File: src/rtl/mult_pkg.sv
// Shared types and helpers for the sequential nibble multiplier controller.
package mult_pkg;

  typedef enum logic [1:0] {
    IDLE = 2'd0,
    MUL  = 2'd1,
    DONE = 2'd2
  } state_t;

  localparam int NIB = 4;

  // Left shift that places the partial product of nibble pair (i, j).
  function automatic int unsigned shift_amt(input int unsigned i, input int unsigned j);
    return NIB * (i + j);
  endfunction

endpackage

File: src/rtl/mult_seq_ctrl_if.sv
// Operand/result handshake bundle for mult_seq_ctrl.
// Optional signed_mode signal exists only when MULT_SEQ_SIGNED_EN is defined.
//
// Handshake: a transfer happens on a rising clk edge where valid and ready are
// both high; a source holds its payload stable while valid is high and ready low.
interface mult_seq_ctrl_if #(
  parameter int WIDTH = 16
) ();
  import mult_pkg::*;

  logic               in_valid;
  logic               in_ready;
  logic [WIDTH-1:0]   a;
  logic [WIDTH-1:0]   b;
  logic               out_valid;
  logic               out_ready;
  logic [2*WIDTH-1:0] p;
  logic               busy;
  state_t             dbg_state;
`ifdef MULT_SEQ_SIGNED_EN
  logic               signed_mode;

  modport master (
    output in_valid, a, b, signed_mode, out_ready,
    input  in_ready, out_valid, p, busy, dbg_state
  );

  modport slave (
    input  in_valid, a, b, signed_mode, out_ready,
    output in_ready, out_valid, p, busy, dbg_state
  );
`else
  modport master (
    output in_valid, a, b, out_ready,
    input  in_ready, out_valid, p, busy, dbg_state
  );

  modport slave (
    input  in_valid, a, b, out_ready,
    output in_ready, out_valid, p, busy, dbg_state
  );
`endif

endinterface

File: src/rtl/mult_seq_ctrl_wallace4.sv
// Purely combinational 4x4 unsigned Wallace-tree multiplier:
// two carry-save rows reduce four partial products, one final adder resolves.
module mult_seq_ctrl_wallace4 (
  input  logic [3:0] x,
  input  logic [3:0] y,
  output logic [7:0] prod
);

  logic [7:0] r0, r1, r2, r3;
  logic [7:0] s1, c1, s2, c2;

  assign r0 = {4'b0000, x & {4{y[0]}}};
  assign r1 = {3'b000,  x & {4{y[1]}}, 1'b0};
  assign r2 = {2'b00,   x & {4{y[2]}}, 2'b00};
  assign r3 = {1'b0,    x & {4{y[3]}}, 3'b000};

  assign s1 = r0 ^ r1 ^ r2;
  assign c1 = ((r0 & r1) | (r0 & r2) | (r1 & r2)) << 1;

  assign s2 = s1 ^ c1 ^ r3;
  assign c2 = ((s1 & c1) | (s1 & r3) | (c1 & r3)) << 1;

  // Product never exceeds 8 bits, so modulo-256 carry-save arithmetic is exact.
  assign prod = s2 + c2;

endmodule

File: src/rtl/mult_seq_ctrl.sv
// Sequential WIDTH x WIDTH multiplier: one 4x4 Wallace core swept over all nibble pairs.
// Define MULT_SEQ_SIGNED_EN to add two's-complement operation via bus.signed_mode.
module mult_seq_ctrl
  import mult_pkg::*;
#(
  parameter int WIDTH = 16
) (
  input  logic           clk,
  input  logic           rst_n,
  mult_seq_ctrl_if.slave bus
);

  localparam int N  = WIDTH / NIB;
  localparam int IW = $clog2(N * N);
  localparam int HW = IW / 2;
  localparam logic [IW-1:0] LAST = IW'(N * N - 1);

  state_t             state;
  logic               in_ready_q;
  logic               out_valid_q;
  logic               busy_q;
  logic [2*WIDTH-1:0] p_q;
  logic [WIDTH-1:0]   a_reg;
  logic [WIDTH-1:0]   b_reg;
  logic [2*WIDTH-1:0] acc;
  logic [IW-1:0]      idx;

  logic [HW-1:0]      ni;
  logic [HW-1:0]      nj;
  logic [7:0]         pp;
  logic [2*WIDTH-1:0] term;
  logic [2*WIDTH-1:0] acc_next;
  logic [2*WIDTH-1:0] result;
  logic [WIDTH-1:0]   a_lat;
  logic [WIDTH-1:0]   b_lat;

  // N is a power of two, so idx splits cleanly into i (high half) and j (low half).
  assign ni = idx[IW-1:HW];
  assign nj = idx[HW-1:0];

  mult_seq_ctrl_wallace4 u_core (
    .x    (a_reg[NIB*ni +: NIB]),
    .y    (b_reg[NIB*nj +: NIB]),
    .prod (pp)
  );

  assign term     = {{(2*WIDTH-8){1'b0}}, pp} << shift_amt(32'(ni), 32'(nj));
  assign acc_next = acc + term;

`ifdef MULT_SEQ_SIGNED_EN
  logic sign_reg;

  // Magnitudes fit in WIDTH unsigned bits, including the most-negative value.
  assign a_lat  = (bus.signed_mode && bus.a[WIDTH-1]) ? -bus.a : bus.a;
  assign b_lat  = (bus.signed_mode && bus.b[WIDTH-1]) ? -bus.b : bus.b;
  assign result = sign_reg ? -acc_next : acc_next;
`else
  assign a_lat  = bus.a;
  assign b_lat  = bus.b;
  assign result = acc_next;
`endif

  always_ff @(posedge clk or negedge rst_n) begin
    if (!rst_n) begin
      state       <= IDLE;
      in_ready_q  <= 1'b1;
      out_valid_q <= 1'b0;
      busy_q      <= 1'b0;
      p_q         <= '0;
      a_reg       <= '0;
      b_reg       <= '0;
      acc         <= '0;
      idx         <= '0;
`ifdef MULT_SEQ_SIGNED_EN
      sign_reg    <= 1'b0;
`endif
    end else begin
      case (state)
        IDLE: begin
          if (bus.in_valid) begin
            a_reg      <= a_lat;
            b_reg      <= b_lat;
            acc        <= '0;
            idx        <= '0;
`ifdef MULT_SEQ_SIGNED_EN
            sign_reg   <= bus.signed_mode & (bus.a[WIDTH-1] ^ bus.b[WIDTH-1]);
`endif
            in_ready_q <= 1'b0;
            busy_q     <= 1'b1;
            state      <= MUL;
          end
        end
        MUL: begin
          acc <= acc_next;
          if (idx == LAST) begin
            p_q         <= result;
            out_valid_q <= 1'b1;
            state       <= DONE;
          end else begin
            idx <= idx + 1'b1;
          end
        end
        DONE: begin
          // No accept on the handoff edge; IDLE reopens in_ready next cycle.
          if (bus.out_ready) begin
            out_valid_q <= 1'b0;
            in_ready_q  <= 1'b1;
            busy_q      <= 1'b0;
            state       <= IDLE;
          end
        end
        default: begin
          state       <= IDLE;
          in_ready_q  <= 1'b1;
          out_valid_q <= 1'b0;
          busy_q      <= 1'b0;
        end
      endcase
    end
  end

  assign bus.in_ready  = in_ready_q;
  assign bus.out_valid = out_valid_q;
  assign bus.busy      = busy_q;
  assign bus.p         = p_q;
  assign bus.dbg_state = state;

endmodule

File: src/flat_wrapper.sv
// flat-port wrapper written by rule: the top's interface ports become plain ports
module mult_seq_ctrl_flat import mult_pkg::*;
#(
  parameter int WIDTH = 16
)
  (clk, rst_n, bus_in_valid, bus_a, bus_b, bus_out_ready, bus_in_ready, bus_out_valid, bus_p, bus_busy, bus_dbg_state);
  mult_seq_ctrl_if #(.WIDTH(WIDTH)) bus_i ();
  input  logic clk;
  input  logic rst_n;
  input wire logic [$bits(bus_i.in_valid)-1:0] bus_in_valid;
  input wire logic [$bits(bus_i.a)-1:0] bus_a;
  input wire logic [$bits(bus_i.b)-1:0] bus_b;
  input wire logic [$bits(bus_i.out_ready)-1:0] bus_out_ready;
  output wire logic [$bits(bus_i.in_ready)-1:0] bus_in_ready;
  output wire logic [$bits(bus_i.out_valid)-1:0] bus_out_valid;
  output wire logic [$bits(bus_i.p)-1:0] bus_p;
  output wire logic [$bits(bus_i.busy)-1:0] bus_busy;
  output wire logic [$bits(bus_i.dbg_state)-1:0] bus_dbg_state;
  assign bus_i.in_valid = bus_in_valid;
  assign bus_i.a = bus_a;
  assign bus_i.b = bus_b;
  assign bus_i.out_ready = bus_out_ready;
  assign bus_in_ready = bus_i.in_ready;
  assign bus_out_valid = bus_i.out_valid;
  assign bus_p = bus_i.p;
  assign bus_busy = bus_i.busy;
  assign bus_dbg_state = bus_i.dbg_state;
  mult_seq_ctrl #(.WIDTH(WIDTH)) u_core (.clk(clk), .rst_n(rst_n), .bus(bus_i));
endmodule
File: config.mk
export PLATFORM = sky130hd
export DESIGN_NAME = mult_seq_ctrl_flat
export DESIGN_NICKNAME = d
export VERILOG_FILES = /design/src/rtl/mult_pkg.sv /design/src/rtl/mult_seq_ctrl_if.sv /design/src/rtl/mult_seq_ctrl_wallace4.sv /design/src/rtl/mult_seq_ctrl.sv /design/src/flat_wrapper.sv
export SDC_FILE = /design/constraint.sdc
export NUM_CORES = 1
export LEC_CHECK = 0
export CAP_MARGIN = 20
export CORE_AREA = 10 10 114 116
export DETAILED_ROUTE_END_ITERATION = 6
export DIE_AREA = 0 0 124 126
export PLACE_DENSITY_LB_ADDON = 0.1
export RECOVER_POWER = 25
export SLEW_MARGIN = 20
export SYNTH_ARGS = -nofsm -noshare
export SYNTH_HDL_FRONTEND = slang
export SYNTH_HIERARCHICAL = 1
export SYNTH_SLANG_ARGS = --single-unit
export TNS_END_PERCENT = 10
File: constraint.sdc
create_clock -name clk -period 13.2 [get_ports clk]
set_clock_uncertainty 0.2 [all_clocks]
set_input_delay 2.64 -clock clk [delete_from_list [all_inputs] [get_ports clk]]
set_output_delay 2.64 -clock clk [all_outputs]
set_load 0.1 [all_outputs]
Yosys cells after proc, flatten, opt, wreduce, memory -nomap -nowiden
Cells that the tools add are included.

storage, ports and cells
  flip-flop bits (word level) = 105
  output and inout port bits = 37

cells by class
  add/sub/neg operators = 4
  equality and inequality tests = 7
  shifts and indexed selects = 3
  multiplexer cells = 17
  bitwise operators = 20
  reductions and logical operators = 9

operator list
  operator              number
  $pmux W32 S2          1
  $add A32 B32 Y32      1
  $mux W32              1
  $shiftx A16 B5 Y4     2
  $shl A8 B32 Y32       1
  $and A4 B4 Y4         4
  $and A6 B7 Y7         2
  $or A7 B7 Y7          2
  $reduce_and A3 Y1     4
  $pmux W1 S3           3
  $add A8 B8 Y8         1
  $mux W4               2
  $ne A2 B2 Y1 const B  4
  $pmux W4 S2           1
  $and A7 B7 Y7         1
  $xor A6 B7 Y7         1
  $xor A7 B7 Y7         1
  $and A4 B6 Y6         1
  $and A5 B6 Y6         1
  $mux W2               3
  $or A5 B6 Y6          1
  $or A6 B6 Y6          1
  $pmux W2 S3           1
  $reduce_and A2 Y1     3
  12 further kinds      17

Longest topological paths before layout
Gate-level depths: netlist (run 1).

  word-level depth = 12
  gate-level depth with buffers = 24
  gate-level depth less buffers = 22

Cells and area by module
The synthesis (run 1) kept the hierarchy.

modules (own cells, without submodules)
  module                  times used  cells an instance  area each (sq um)  seq. area each (sq um)
  mult_seq_ctrl           1           610                6,172.2            2,628.8
  mult_seq_ctrl_wallace4  1           44                 374.1              0.0

Worst setup path before layout (run 1)
OpenSTA, ideal clock, no wires.

  kind = register to register
  from = register u_core.idx[2]
  to = register u_core.acc[28]
  setup time = 127 ps
  data arrival time = 5,316 ps
  setup slack = 7,558 ps
  cell stages (with the launch flop) = 24
  buffers on the path = 1
  clock period less this slack = 5,642 ps
  cells stage by stage = dfrtp_1 > clkbuf_1 > mux4_2 > nand2_1 > fa_1 > inv_1 > fa_1 > ha_1 > inv_1 > fa_1 > nor2b_1 > o21ai_0 > nand2b_1 > mux2i_1 > nor2_1 > ha_1 > a211oi_2 > o211ai_1 > a221o_1 > a22o_1 > or3b_1 > a21oi_2 > mux2i_1 > o21ai_1

on the way
  longest elaborated chain between the ends = 12
  elaborated cells between the ends (all ways) = 24
  classes of those cells = add/sub: 3; shift: 2; mux: 1; bitwise: 18

ends and longest elaborated chain
  item                                                   RTL line                                                                                  text
  from (decl)                                            mult_seq_ctrl.sv:26                                                                       logic [IW-1:0] idx;
  from (signal assigned)                                 mult_seq_ctrl.sv:100                                                                      idx <= idx + 1'b1;
  $shiftx A16 B5 Y4 *                                    mult_seq_ctrl.sv:42                                                                       .x (a_reg[NIB*ni +: NIB]),
  $and A4 B4 Y4, on equally long branches                mult_seq_ctrl_wallace4.sv:12, mult_seq_ctrl_wallace4.sv:13, mult_seq_ctrl_wallace4.sv:14
  $and A4 B5 Y5 / $and A4 B6 Y6 (equally long branches)  mult_seq_ctrl_wallace4.sv:18                                                              assign c1 = ((r0 & r1) | (r0 & r2) | (r1 & r2)) << 1;
  $or A5 B6 Y6                                           mult_seq_ctrl_wallace4.sv:18
  $or A6 B6 Y6                                           mult_seq_ctrl_wallace4.sv:18
  $and A6 B7 Y7                                          mult_seq_ctrl_wallace4.sv:21                                                              assign c2 = ((s1 & c1) | (s1 & r3) | (c1 & r3)) << 1;
  $or A7 B7 Y7 (2 in a row)                              mult_seq_ctrl_wallace4.sv:21
  $add A8 B8 Y8 *                                        mult_seq_ctrl_wallace4.sv:24                                                              assign prod = s2 + c2;
  net u_core.pp[7]                                       mult_seq_ctrl.sv:30                                                                       logic [7:0] pp;
  $shl A8 B32 Y32 *                                      mult_seq_ctrl.sv:47                                                                       assign term = {{(2*WIDTH-8){1'b0}}, pp} << shift_amt(32'(ni), 32'(nj));
  $add A32 B32 Y32 *                                     mult_seq_ctrl.sv:48                                                                       assign acc_next = acc + term;
  $pmux W32 S2 *                                         mult_seq_ctrl.sv:78                                                                       case (state)
  to (signal assigned)                                   mult_seq_ctrl.sv:94                                                                       acc <= acc_next;
  to (decl)                                              mult_seq_ctrl.sv:25                                                                       logic [2*WIDTH-1:0] acc;

The timed path passes the listed nets; every way through them passes the cells marked *.
A chain may end at the register's enable or synchronous reset.

==> key figures, run 1 <==
Run status
  • Status: finished with violations
  • Failing checks: max-capacitance violations, max-slew violations

Route
  • First DRT Iteration DRCs: between 300 and 400
  • DRC: 0
  • Routed WL per cell: approximately 19 um
  • Antenna-violating nets left: 0
  • DR vias: between 5000 and 6000
  • DRT Pass-1 Iters: 5
  • Drt via density: ~6.0
  • Detailed-route wire length: 16020 um

Place
  • Port Buffer Count: 72
  • Post-DP Area: around 7300 um2
  • Detailed placement HPWL: roughly 12000 um
  • GPL Wtd Cong: 1.002

Worst setup path
  • Critical Path, Cell by Cell: clkbuf_1, clkbuf_1
  • Worst path depth: 2
  • CP max-delay cell: clkbuf_1
  • Cell repeated most along the worst path: clkbuf_1
  • Slowest stage delay, CP: ~2200 ps
  • Crit-path leading delay family: buffers and inverters
  • Reg2Reg Setup Slack: between 7000 and 8000 ps
  • R2r startpoint: u_core/idx[2]
  • R2R Path End: u_core/bus.p[21]
  • Setup Crit Path Kind: in -> async
  • CP required: around 13000 ps
  • CP Launch Type: primary input
  • Buffer and inverter count on the worst path: 2
  • Reg2Reg Depth: 20
  • Critical-path maximum fanout: approximately 60
  • CP endpoint kind: asynchronous set/reset pin
  • WP data arrival: between 6000 and 7000 ps

STA
  • Final hold slack: roughly 280 ps
  • Max-slew violation count: about 110
  • Unrepaired setup endpoints after global routing: no
  • Fin. Hold Viols: 0
  • Final Cycle Share: about 53%
  • Setup TNS: 0 ps
  • Slew of the pin with the lowest slew margin: a little over 3000 ps
  • Worst slew margin: -102.0%
  • Achievable Freq: between 0.1 and 0.15 GHz
  • Final setup viols: 0
  • Final min period: between 7000 and 8000 ps

CTS
  • Worst-Skew Late Latency: about 370 ps
  • Hold_buf cts: 0
  • Worst-path clk slew: around 100 ps
  • CTS Buf Count: 9
  • Clock Path Buffers: 2
  • Root Driver: clkbuf_8
  • Post-CTS resize count: 0
  • Clk sinks: around 110
  • H-tree depth: 3
  • Post-CTS Setup Bufs: 0
  • CTS tree: done

Global routing
  • Antenna violations before repair: 0
  • Largest net degree at the start of global routing: 60
  • Global Route Usage Sum: 20.74%
  • GR Overflow Total: 0
  • First-pass GRT wire length: 26310 um
  • Vias in the first global route: between 5000 and 6000

Logic synthesis
  • Synth Flop Type: dfrtp_1
  • Top cell type's share of synthesized area: 39.76%
  • Top post-synthesis cells by count: 104 x dfrtp_1, 90 x nand2_1, 42 x mux2_2
  • Synth Net Count: between 700 and 800
  • Top-count cell post-synth: dfrtp_1
  • EDFF count, synth: 0
  • Yosys top cell by area: dfrtp_1
  • Sequential share of the synthesized area: between 40% and 50%
  • Synth Register Bits: around 110
  • Mapped Cells: roughly 650
  • Area contributors post-synth: dfrtp_1 40%, ha_1 7.6%, mux2_2 7.2%
  • Post-Syn Area per Cell: approximately 10 um2
  • FFs w/ async S/R, synth: 100.0%
  • Post-synth cell types: 61
  • Synthesis warning total: 6
  • Mapped cell area: 6546 um2

Floorplan
  • Initial Util: between 60 and 70%
  • Die width: 124 um
  • Die ar.: about 16000 um2
  • Row count: 38
  • Core footprint: about 11000 um2
  • Io pins: 73
  • Die H: 126 um

Layout
  • Share of layout cells above drive strength 1: between 10% and 20%
  • Register Area: between 2000 and 3000 um2
  • NumNets Final: ~800
  • Multi-input logic area: between 3000 and 4000 um2
  • Layout fillers: roughly 830
  • Diode count: 0
  • Design area: about 7600 um2
  • Area growth syn-to-layout: 15.58%

Hold path
  • Hold Path Depth: 2
  • Hold Path Sink: u_core/bus.p[20]
  • Hold crit path type: reg -> reg
  • Hold Crit Start: u_core/bus.p[20]

Job
  • Max-cap violations: 2
worst max path at each step:
| stage | start | end |
|---|---|---|
| detailed placement | u_core/idx[2] | u_core/bus.p[21] |
| global placement | u_core/idx[0] | u_core/bus.p[24] |
| CTS | u_core/idx[0] | u_core/bus.p[21] |
| global route | rst_n | u_core/acc[15] |
| finish | rst_n | u_core/acc[28] |
| floorplan | u_core/idx[2] | u_core/acc[28] |
metal layers:
metal	routed length, um	track usage, %	vias to the layer above
met3	804	3.932	27
met2	7796	34.55	146
met5	0	0	-
met4	359	7.114	0
li1	-	-	2448
met1	7061	26.25	2525
metrics by stage:
step	cells	setup WS, ps	utilization [%]
floorplan	654	7558	-
global placement	840	7195	68.68
detailed placement	840	7102	68.68
CTS	856	7088	70.80
global route	856	5158	70.73
finish	856	6159	70.73
cells by family after synthesis:
group,after synthesis,synth area share [%]
AOI/OAI and AO/OA,156,16.84
xor gates and xnor gates,28,3.746
adders and majority gates,48,10.09
buffers and inverters,58,3.727
DFF,105,40.16
muxes,56,10.97
and+or+nand+nor,203,14.47
final cells by class:
class,count,share of cell area [%]
Clock inverter,7,1.356
Inverter,28,1.389
Multi-Input combinational cell,491,48.77
Timing Repair Buffer,76,9.790
Sequential cell,105,34.74
Clock buffer,9,1.637
Tap cell,140,2.315
cell usage in the layout (no fill, tap or decap), types with 3 or more instances in the layout:
cell             Yosys  routed
a21o_1              10      10
a21oi_1             32      32
a21oi_2              3       3
a22o_1              30      30
a22oi_1              5       5
a31oi_1              7       7
and2_1              18      17
and3_1               8       8
buf_4                0       3
clkbuf_8             2       9
clkdlybuf4s50_1      0      69
clkinvlp_4           0       3
dfrtp_1            104     104
fa_1                 8       8
ha_1                40      40
inv_1               28      28
mux2_2              42      42
mux2i_1              5       5
mux4_2               8       8
nand2_1             90      90
nand2b_1             9       9
nand3_1              6       6
nand4_1              4       4
nor2_1              38      38
nor2b_1             10       8
nor3_1               7       7
o211ai_1             6       6
o21a_1               4       4
o21ai_0             29      29
or3_1                4       4
xnor2_1             18      18
xor2_1              10      10
Power of run 1 is left out: the tool's default activity adds up to more than one toggle a clock period on the data nets, which glitch-free logic cannot reach.
==> run 2, diff against run 1 <==
Settings changed: CORE_AREA 10 10 114 116 to 10 10 124 126, DIE_AREA 0 0 124 126 to 0 0 134 136.
Clock period 13.2 ns to 6.2 ns, I/O delays scaled along.
==> key figures, run 2 (synthesis gave the netlist of run 1 again) <==
CTS
  • H-tree depth: 3 (unchanged)
  • Clk sinks: 105 (unchanged)
  • Worst-Skew Late Latency: 360 ps (about the same)
  • CTS Buf Count: 9 (unchanged)
  • Root Driver: clkbuf_16
  • Worst-path clk slew: 70 ps (-30 ps)
  • CTS tree: done
  • Clock Path Buffers: 2 (unchanged)
  • Post-CTS Setup Bufs: 0 (unchanged)

Floorplan
  • Row count: 42 (+11%)
  • Die width: 134 um (+8.1%)
  • Die H: 136 um (+7.9%)
  • Die ar.: 18220 um2 (+17%)
  • Initial Util: 50.43% (-11 points)
  • Io pins: 73 (unchanged)
  • Core footprint: 12980 um2 (+21%)

Hold path
  • Hold Path Depth: 2 (unchanged)
  • Hold crit path type: reg -> reg

STA
  • Worst setup margin: 213.6 ps (-5945 ps)
  • Final setup viols: 0 (unchanged)
  • Unrepaired setup endpoints after global routing: yes
  • Fin. Hold Viols: 0 (unchanged)
  • Final Cycle Share: a little over nine tenths
  • Worst slew margin: -90.91% (+11 points)
  • Final hold slack: 271.8 ps (-11.53 ps)
  • Max-slew violation count: 87 (-19%)
  • Slew of the pin with the lowest slew margin: 2864 ps (-166.8 ps)
  • Final min period: ~6000 ps
  • Achievable Freq: 0.1670 GHz

Worst setup path
  • CP max-delay cell: fa_1
  • Critical-path maximum fanout: 8 (-86%)
  • R2R Path End: u_core/acc[28]
  • CP required: 6230 ps (-6590 ps)
  • Cell repeated most along the worst path: fa_1
  • Critical Path, Cell by Cell: mux4_2, nand2_1, fa_1, inv_1, fa_1, ha_1, inv_1, fa_1, xnor2_1, mux2i_2, nor2_1, ha_1, and3_2, a221oi_4, o31ai_2, o211ai_1, or3b_1, a21oi_2, mux2i_1, o21ai_1
  • CP endpoint kind: register
  • R2r startpoint: u_core/idx[0]
  • Critical Path End: u_core/acc[28]
  • CP startpoint: u_core/idx[0]
  • CP Launch Type: register
  • Reg2Reg Setup Slack: 210 ps (-6810 ps)
  • Reg2Reg Depth: 20 (unchanged)
  • WP data arrival: 6010 ps (-650 ps)
  • Setup Crit Path Kind: reg -> reg
  • Slowest stage delay, CP: 550 ps (-1690 ps)

Route
  • Drt via density: 5.649 (-6.0%)
  • Antenna-violating nets left: 0 (unchanged)
  • DRC: 0 (unchanged)
  • Routed WL per cell: 17.75 um (-5.1%)
  • DR vias: 5050 (-1.9%)
  • DRT Pass-1 Iters: 5 (unchanged)
  • First DRT Iteration DRCs: 279 (-30%)
  • Detailed-route wire length: 15870 um (-0.93%)

Run status
  • Status: finished with violations
  • Failing checks: max-capacitance violations, max-slew violations

Global routing
  • Largest net degree at the start of global routing: 55 (-8.3%)
  • GR Overflow Total: 0 (unchanged)
  • First-pass GRT wire length: 26400 um (+0.34%)
  • Global Route Usage Sum: 17.74% (-3.0 points)
  • Vias in the first global route: 5292 (-0.53%)
  • Antenna violations before repair: 0 (unchanged)

Place
  • Detailed placement HPWL: 11950 um (-2.5%)
  • Place WS: 108.6 ps (-6993 ps)
  • Port Buffer Count: 72 (unchanged)
  • GPL Wtd Cong: 0.9424 (-6.0%)

Job
  • Max-cap violations: 2 (unchanged)

Layout
  • Share of layout cells above drive strength 1: 13.09% (+1.2 points)
  • Diode count: 0 (unchanged)
  • Area growth syn-to-layout: 18.25%
  • NumNets Final: 797 (+0.25%)
  • Most common cell after layout, fill and taps aside: dfrtp_1
  • Layout fillers: 1157 (+40%)
  • Commonest non-fill, non-tap cells in the layout: 102 x dfrtp_1, 90 x nand2_1, 69 x clkdlybuf4s50_1
==> run 2: changes by cell type in the layout (fill, tap and decap cells not counted), sizes merged <==
cell	delta
buf	+1
clkinvlp	-1
clkbuf	+2
==> run 2: area by class of cell <==
class / count / area, um2 / share of cell area, %
well taps: 176 / 220.2 / 2.845
flip-flops and latches: 105 / 2631 / 33.99
repair buffers: 78 / 753.2 / 9.730
clock inverters: 6 / 88.84 / 1.148
multi-input cells: 491 / 3704 / 47.84
clock buffers: 10 / 239.0 / 3.087
inverters: 28 / 105.1 / 1.358
==> run 2: stage by stage <==
step                utilization, %  TNS [ps]  cells  area [um2]
finish                       59.64         0    894        7741
global route                 59.64    -112.2    894        7741
CTS                          59.53         0    894        7727
detailed placement           57.01         0    878        7400
global placement             57.01         0    878        7400
floorplan                        -         0    654        6546
==> run 2: critical path, delay by kind of cell, from the launching register on <==
family / cells / cell delay [ps]
fa+ha+maj: 5 / 2000
compound gates: 5 / 1010
mux: 3 / 960
simple gates: 4 / 900
flops: 1 / 480
xor+xnor: 1 / 190
buf+inv: 2 / 110
==> run 2: routing by layer <==
layer / GRT usage [%] / up-vias / part of all wire (%)
met5: 0 / - / 0
met4: 5.985 / 0 / 1.3
met3: 3.173 / 16 / 3.6
met2: 30.62 / 107 / 50
met1: 21.95 / 2479 / 45
li1: - / 2448 / -
==> run 2: worst min path at each step <==
| stage | to | startpoint |
|---|---|---|
| after global routing | u_core/bus.p[5] | u_core/bus.p[5] |
| final | u_core/bus.p[22] | u_core/bus.p[22] |
| after CTS | u_core/bus.p[22] | u_core/bus.p[22] |
| after floorplan | u_core/acc[20] | u_core/acc[20] |
| after global placement | u_core/bus.p[5] | u_core/bus.p[5] |
| after detailed placement | u_core/bus.p[5] | u_core/bus.p[5] |
==> run 2: what timing repair did <==
action / 4_1_cts / 5_1_grt
hold buffers: 0 / 0
endpoints found under the setup margin: 0 / 24
gates resized for setup: 0 / 7
Power of run 2 is left out for the same reason.
